[config.mk]
export PLATFORM = sky130hd
export DESIGN_NAME = shared_reg_arb
export DESIGN_NICKNAME = d
export VERILOG_FILES = /design/src/rtl/shared_reg_pkg.sv /design/src/rtl/rr_arb2.sv /design/src/rtl/shared_reg_arb.sv
export SDC_FILE = /design/constraint.sdc
export NUM_CORES = 1
export LEC_CHECK = 0
export ABC_AREA = 1
export CORE_MARGIN = 2
export CORE_UTILIZATION = 30
export CTS_BUF_LIST = sky130_fd_sc_hd__clkbuf_4
export DETAILED_ROUTE_END_ITERATION = 6
export PLACE_DENSITY_LB_ADDON = 0.12
export REMOVE_ABC_BUFFERS = 1
export SKIP_CTS_REPAIR_TIMING = 1
export SLEW_MARGIN = 10
export SYNTH_ARGS = -nofsm -noshare
export SYNTH_HDL_FRONTEND = slang
export SYNTH_SLANG_ARGS = --single-unit
[constraint.sdc]
create_clock -name clk -period 1.6 [get_ports clk]
set_input_delay 0.32 -clock clk [delete_from_list [all_inputs] [get_ports clk]]
set_output_delay 0.32 -clock clk [all_outputs]
set_load 0.03 [all_outputs]
[src/rtl/shared_reg_pkg.sv]
// Shared-register mailbox package: state encoding and size defaults.
//   DATA_W    : width of the mailbox byte
//   CNT_W_DEF : default width of the completed-write counter
//   state_e   : mailbox occupancy state
package shared_reg_pkg;

    localparam int unsigned DATA_W    = 8;
    localparam int unsigned CNT_W_DEF = 8;

    typedef enum logic {
        ST_EMPTY = 1'b0,
        ST_FULL  = 1'b1
    } state_e;

endpackage

[src/rtl/rr_arb2.sv]
// Two-way round-robin selector (combinational).
//   req0, req1 : active requests
//   last       : index of the requester granted most recently
//   gnt0, gnt1 : one-hot grant, or zero when nobody requests
module rr_arb2 (
    input  logic req0,
    input  logic req1,
    input  logic last,
    output logic gnt0,
    output logic gnt1
);

    // Under contention the requester not granted last wins; otherwise the lone requester wins.
    always_comb begin
        gnt0 = 1'b0;
        gnt1 = 1'b0;
        if (req0 && req1) begin
            gnt0 = last;
            gnt1 = !last;
        end else begin
            gnt0 = req0;
            gnt1 = req1;
        end
    end

endmodule

[src/rtl/shared_reg_arb.sv]
// Single-byte mailbox shared by two writers and one reader.
//   clk, nrst           : clock, asynchronous active-low reset
//   req0/1, wr_data0/1  : writer requests and data
//   ack0/1              : one-cycle pulse after a writer's byte is captured
//   rd, rd_data         : read request and last byte read
//   rd_valid            : one-cycle pulse after rd_data is updated
//   has_data, src       : mailbox full flag and index of the writer that filled it
//   xfer_cnt            : completed writes (wraps)
//   underrun            : sticky flag, read attempted while empty
module shared_reg_arb
    import shared_reg_pkg::*;
#(
    parameter int unsigned CNT_W = CNT_W_DEF
) (
    input  logic              clk,
    input  logic              nrst,
    input  logic              req0,
    input  logic [DATA_W-1:0] wr_data0,
    output logic              ack0,
    input  logic              req1,
    input  logic [DATA_W-1:0] wr_data1,
    output logic              ack1,
    input  logic              rd,
    output logic [DATA_W-1:0] rd_data,
    output logic              rd_valid,
    output logic              has_data,
    output logic              src,
    output logic [CNT_W-1:0]  xfer_cnt,
    output logic              underrun
);

    state_e             state_q, state_d;
    logic [DATA_W-1:0]  data_q, data_d;
    logic [DATA_W-1:0]  rd_data_q, rd_data_d;
    logic               rd_valid_q, rd_valid_d;
    logic               ack0_q, ack0_d;
    logic               ack1_q, ack1_d;
    logic               src_q, src_d;
    logic [CNT_W-1:0]   cnt_q, cnt_d;
    logic               underrun_q, underrun_d;
    logic               last_q, last_d;
    logic               armed_q, armed_d;
    logic               gnt0, gnt1;

    rr_arb2 u_rr_arb2 (
        .req0 (req0),
        .req1 (req1),
        .last (last_q),
        .gnt0 (gnt0),
        .gnt1 (gnt1)
    );

    // State and output registers.
    always_ff @(posedge clk or negedge nrst) begin
        if (!nrst) begin
            state_q    <= ST_EMPTY;
            data_q     <= '0;
            rd_data_q  <= '0;
            rd_valid_q <= 1'b0;
            ack0_q     <= 1'b0;
            ack1_q     <= 1'b0;
            src_q      <= 1'b0;
            cnt_q      <= '0;
            underrun_q <= 1'b0;
            last_q     <= 1'b1;
            armed_q    <= 1'b0;
        end else begin
            state_q    <= state_d;
            data_q     <= data_d;
            rd_data_q  <= rd_data_d;
            rd_valid_q <= rd_valid_d;
            ack0_q     <= ack0_d;
            ack1_q     <= ack1_d;
            src_q      <= src_d;
            cnt_q      <= cnt_d;
            underrun_q <= underrun_d;
            last_q     <= last_d;
            armed_q    <= armed_d;
        end
    end

    // Next-state logic. Grants only happen in EMPTY and reads only in FULL,
    // so a byte can never be written and read on the same edge.
    always_comb begin
        state_d    = state_q;
        data_d     = data_q;
        rd_data_d  = rd_data_q;
        rd_valid_d = 1'b0;
        ack0_d     = 1'b0;
        ack1_d     = 1'b0;
        src_d      = src_q;
        cnt_d      = cnt_q;
        underrun_d = underrun_q;
        last_d     = last_q;
        // armed_q masks grants on the first edge after reset release.
        armed_d    = 1'b1;

        case (state_q)
            ST_EMPTY: begin
                if (rd) begin
                    underrun_d = 1'b1;
                end
                if (armed_q && (gnt0 || gnt1)) begin
                    state_d = ST_FULL;
                    data_d  = gnt1 ? wr_data1 : wr_data0;
                    src_d   = gnt1;
                    last_d  = gnt1;
                    ack0_d  = gnt0;
                    ack1_d  = gnt1;
                    cnt_d   = cnt_q + CNT_W'(1);
                end
            end
            ST_FULL: begin
                if (rd) begin
                    state_d    = ST_EMPTY;
                    rd_data_d  = data_q;
                    rd_valid_d = 1'b1;
                end
            end
        endcase
    end

    assign ack0     = ack0_q;
    assign ack1     = ack1_q;
    assign rd_data  = rd_data_q;
    assign rd_valid = rd_valid_q;
    assign has_data = (state_q == ST_FULL);
    assign src      = src_q;
    assign xfer_cnt = cnt_q;
    assign underrun = underrun_q;

endmodule

Yosys cells after proc, flatten, opt, wreduce, memory -nomap -nowiden. Cells that the tools add are included.

Input port bits: 21. Output and inout port bits: 22. Bits in registers: 32.

Reduce and logical (&&, ||, !) cells: 7. Muxes and demuxes: 12. Bitwise logic cells: 1. Add/subtract/negate cells: 1.

Operators by type and width (count): $mux W1 (10); $add A8 B1 Y8 const B (1); $mux W8 (1); $reduce_and A2 Y1 (3); $logic_and A1 B1 Y1 (2); $pmux W1 S2 (1); $logic_not A1 Y1 (1); $logic_or A1 B1 Y1 (1); $not A1 Y1 (1).

Logic depth before layout (Yosys ltp).
Depth after elaboration: 6. Gate-level depth with buffers: 7. Depth with buffers taken out: 7.

Cells and area by module. Synthesis repeated with hierarchy kept, for this count alone.

Cells, all modules: 172. Area, all modules: 1435.1 sq um.

By module, submodules not included: shared_reg_arb (area each 1413.9 sq um, times used 1, cells an instance 167, seq. area each 802.0 sq um); rr_arb2 (area each 21.3 sq um, times used 1, cells an instance 5, seq. area each 0.0 sq um).

Worst setup path before layout. Ideal clock, no wire load.

Path kind: register to register. Start point: register cnt_q[0] (netlist: xfer_cnt[0]). End point: register cnt_q[4] (netlist: xfer_cnt[4]). Cell stages (with the launch flop): 7. Buffers on the path: 0. Clock period less this slack: 1263 ps. Required time: 1473 ps. Path slack: 337 ps. Arrival time: 1136 ps. Cell sequence: dfrtp_1 > ha_1 > inv_1 > o21ai_0 > nand2_1 > nand2_1 > o21ai_0.

Longest elaborated chain between the ends: 1.

Ends and longest elaborated chain: start: declaration (line shared_reg_arb.sv:39) `logic [CNT_W-1:0] cnt_q, cnt_d;`; start signal: assignment (line shared_reg_arb.sv:75) `cnt_q <= cnt_d;`; $add A8 B1 Y8 (line shared_reg_arb.sv:110) `cnt_d = cnt_q + CNT_W'(1);`.

No other way between the ends. A chain may end at the register's enable or synchronous reset.

Worst setup path in the final report.
Start point: register cnt_q[3] (netlist: xfer_cnt[3]). End point: output xfer_cnt[3].

RTL lines: end: declaration (line shared_reg_arb.sv:28) `output logic [CNT_W-1:0] xfer_cnt,`.

No word-level cell between the ends.

==> results_dict.tcl <==
set metrics [dict create \
    final_area_um2 2130 \
    drive_gt1_share_pct 9.25 \
    period_share_pct 87.4 \
    syn_area_um2 1420 \
    rr_startpoint "last_q$_DFFE_PN1P_" \
    synth_cell_types 22 \
    dpl_cell_area_um2 2000 \
    antenna_found_initial 0 \
    diodes 0 \
    fin_worst_skew_ps 9.52 \
    critical_path_buf_inv_count 1 \
    ys_seq_elements 32 \
    setup-violations-final 0 \
    vdd_drop_max_mv 0.548 \
    end_kind "output pin" \
    start_util_pct 31.9 \
    syn_avg_cell_area_um2 8.38 \
    finalHoldViolations 0 \
    ff2ff_path_depth 6 \
    p_per_area_nw_per_um2 1330 \
    power.leakage_uw 0.00131 \
    startpoint_type "flop" \
    syn_inst 169 \
    routedWlPerCell_um 11.6 \
    min_path_type "input port to asynchronous set/reset pin" \
    path_clk_slew_ps 100 \
    drt_iter0_drc 70 \
    dieArea_um2 5290 \
    root_buffer "clkbuf_4" \
    rrSetupSlack_ps 410 \
    final_common_cell "nand2_1" \
    wirelength_mm 3.25 \
    firstDrtPassIters 4 \
    crit_family "flip-flops" \
    cts_buffers 5 \
    maxCapViolCount 0 \
    grt_pass1_vias 1305 \
    critPathKind "flop to output pin" \
    io_buffers 42 \
    grt_pass1_wl_mm 5.87 \
    via_count 1246 \
    grt-ovfl-total 0 \
    area_growth_syn_to_layout_pct 50.3 \
    drcViolationCount 0 \
    regToRegEndpoint "data_q[6]$_DFFE_PN0P_" \
    cts_max_path_buffers 2 \
    vias_per_cell 4.47 \
    status "finished, final reports clean" \
    gp_congestion 0.856 \
    antenna_left 0 \
    dp_hpwl_mm 2.39 \
    critPathSlowestCell "dfrtp_1" \
    cp_cell_sequence "dlymetal6s2s_1" \
    core_um2 4440 \
    rows 24 \
    cts_sinks 32 \
    slowest_delay_ps 430 \
    path_max_fanout 6 \
    grtUsageTotal_pct 14.4 \
    pin_count 43 \
    report.final.slew_viol_count 0 \
    fin_crit_ps 1400 \
    clk_latency_ps 330 \
    max_freq_mhz 715 \
    rsz0062_at_grt "false" \
    chipHeight_um 72.7 \
    cts.htree.levels 2 \
    p_total_uw 2830 \
    final_cell_mix "nand2_1, dfrtp_1, dlymetal6s2s_1, clkdlybuf4s50_1, inv_1" \
    fp.dieW_um 72.7 \
    yosys_warnings 0 \
    required_ps 1280 \
    grt_start_max_net_pins 33 \
    cts_tree "built" \
    ys_seq_area_share_pct 56.6 \
    nNetsFinal 248 \
    arrival_ps 1080 \
]
worst max path at each step:
stage / from / to / depth (start not counted)
2_1_floorplan: has_data$_DFF_PN0_ / xfer_cnt[2]$_DFFE_PN0P_ / 4
3_3_place_gp: req0 / data_q[7]$_DFFE_PN0P_ / 7
3_5_place_dp: req0 / xfer_cnt[5]$_DFFE_PN0P_ / 8
4_1_cts: xfer_cnt[0]$_DFFE_PN0P_ / xfer_cnt[0] / 1
5_1_grt: xfer_cnt[3]$_DFFE_PN0P_ / xfer_cnt[3] / 1
6_report: xfer_cnt[3]$_DFFE_PN0P_ / xfer_cnt[3] / 1
layout make-up:
type                    count  area (um^2)
multi-input cells         113          512
repair buffers             53          596
flip-flops and latches     32          802
well taps                  52         65.1
clock inverters             3         37.5
clock buffers               5         37.5
fillers                   444         2320
inverters                  21         78.8
metal layers:
metal  global-route usage [%]  vias up  wire [um]
met5                        0        -          0
met4                     4.32        0         48
met1                     18.6      567       1410
li1                         -      635          -
met3                     5.66        6        227
met2                     22.5       38       1560
kinds of logic (layout without fill, tap and decap cells):
family | count (synthesis) | after routing | synth area share [%]
simple gates | 94 | 94 | 26.1
flops | 32 | 32 | 56.6
buf+inv | 24 | 82 | 7.24
compound gates | 16 | 16 | 8.22
fa+ha+maj | 1 | 1 | 0.883
other cells | 1 | 1 | 0.265
xor+xnor | 1 | 1 | 0.618
synthesized netlist by cell type (all sizes together):
master,n,share of area [%]
dfstp,1,1.9
nand3,5,1.8
a21oi,1,1.1
nand2,80,21
buf,3,1.7
nor2,6,1.6
nand4,2,0.88
nand3b,1,0.53
dfrtp,31,55
conb,1,0.26
o21ai,5,1.8
xnor2,1,0.62
ha,1,0.88
a211oi,1,0.53
a21o,1,0.53
clkinv,1,0.26
inv,20,5.3
o211ai,8,4.2
where the power goes:
group          switching (uW)  total [uW]  leakage (uW)  internal, uW
Clock                     269         588     0.0000403           319
Sequential                152        1170      0.000399          1020
Combinational             626        1070      0.000873           444
Total                    1050        2830       0.00131          1780
stage by stage:
stage / hold WS [ps] / TNS, ps / setup slack, ps / utilization, % / std cells
3_5_place_dp: 453 / -0.318 / -0.191 / 45.0 / 271
5_1_grt: 341 / 0 / 120 / 47.9 / 279
6_report: 347 / 0 / 201 / 47.9 / 279
4_1_cts: 338 / -2840 / -200 / 46.6 / 279
3_3_place_gp: 445 / 0 / 12.3 / 45.0 / 271
2_1_floorplan: 24.4 / 0 / 265 / - / 166
No activity file was read; power rests on OpenSTA's default activity.
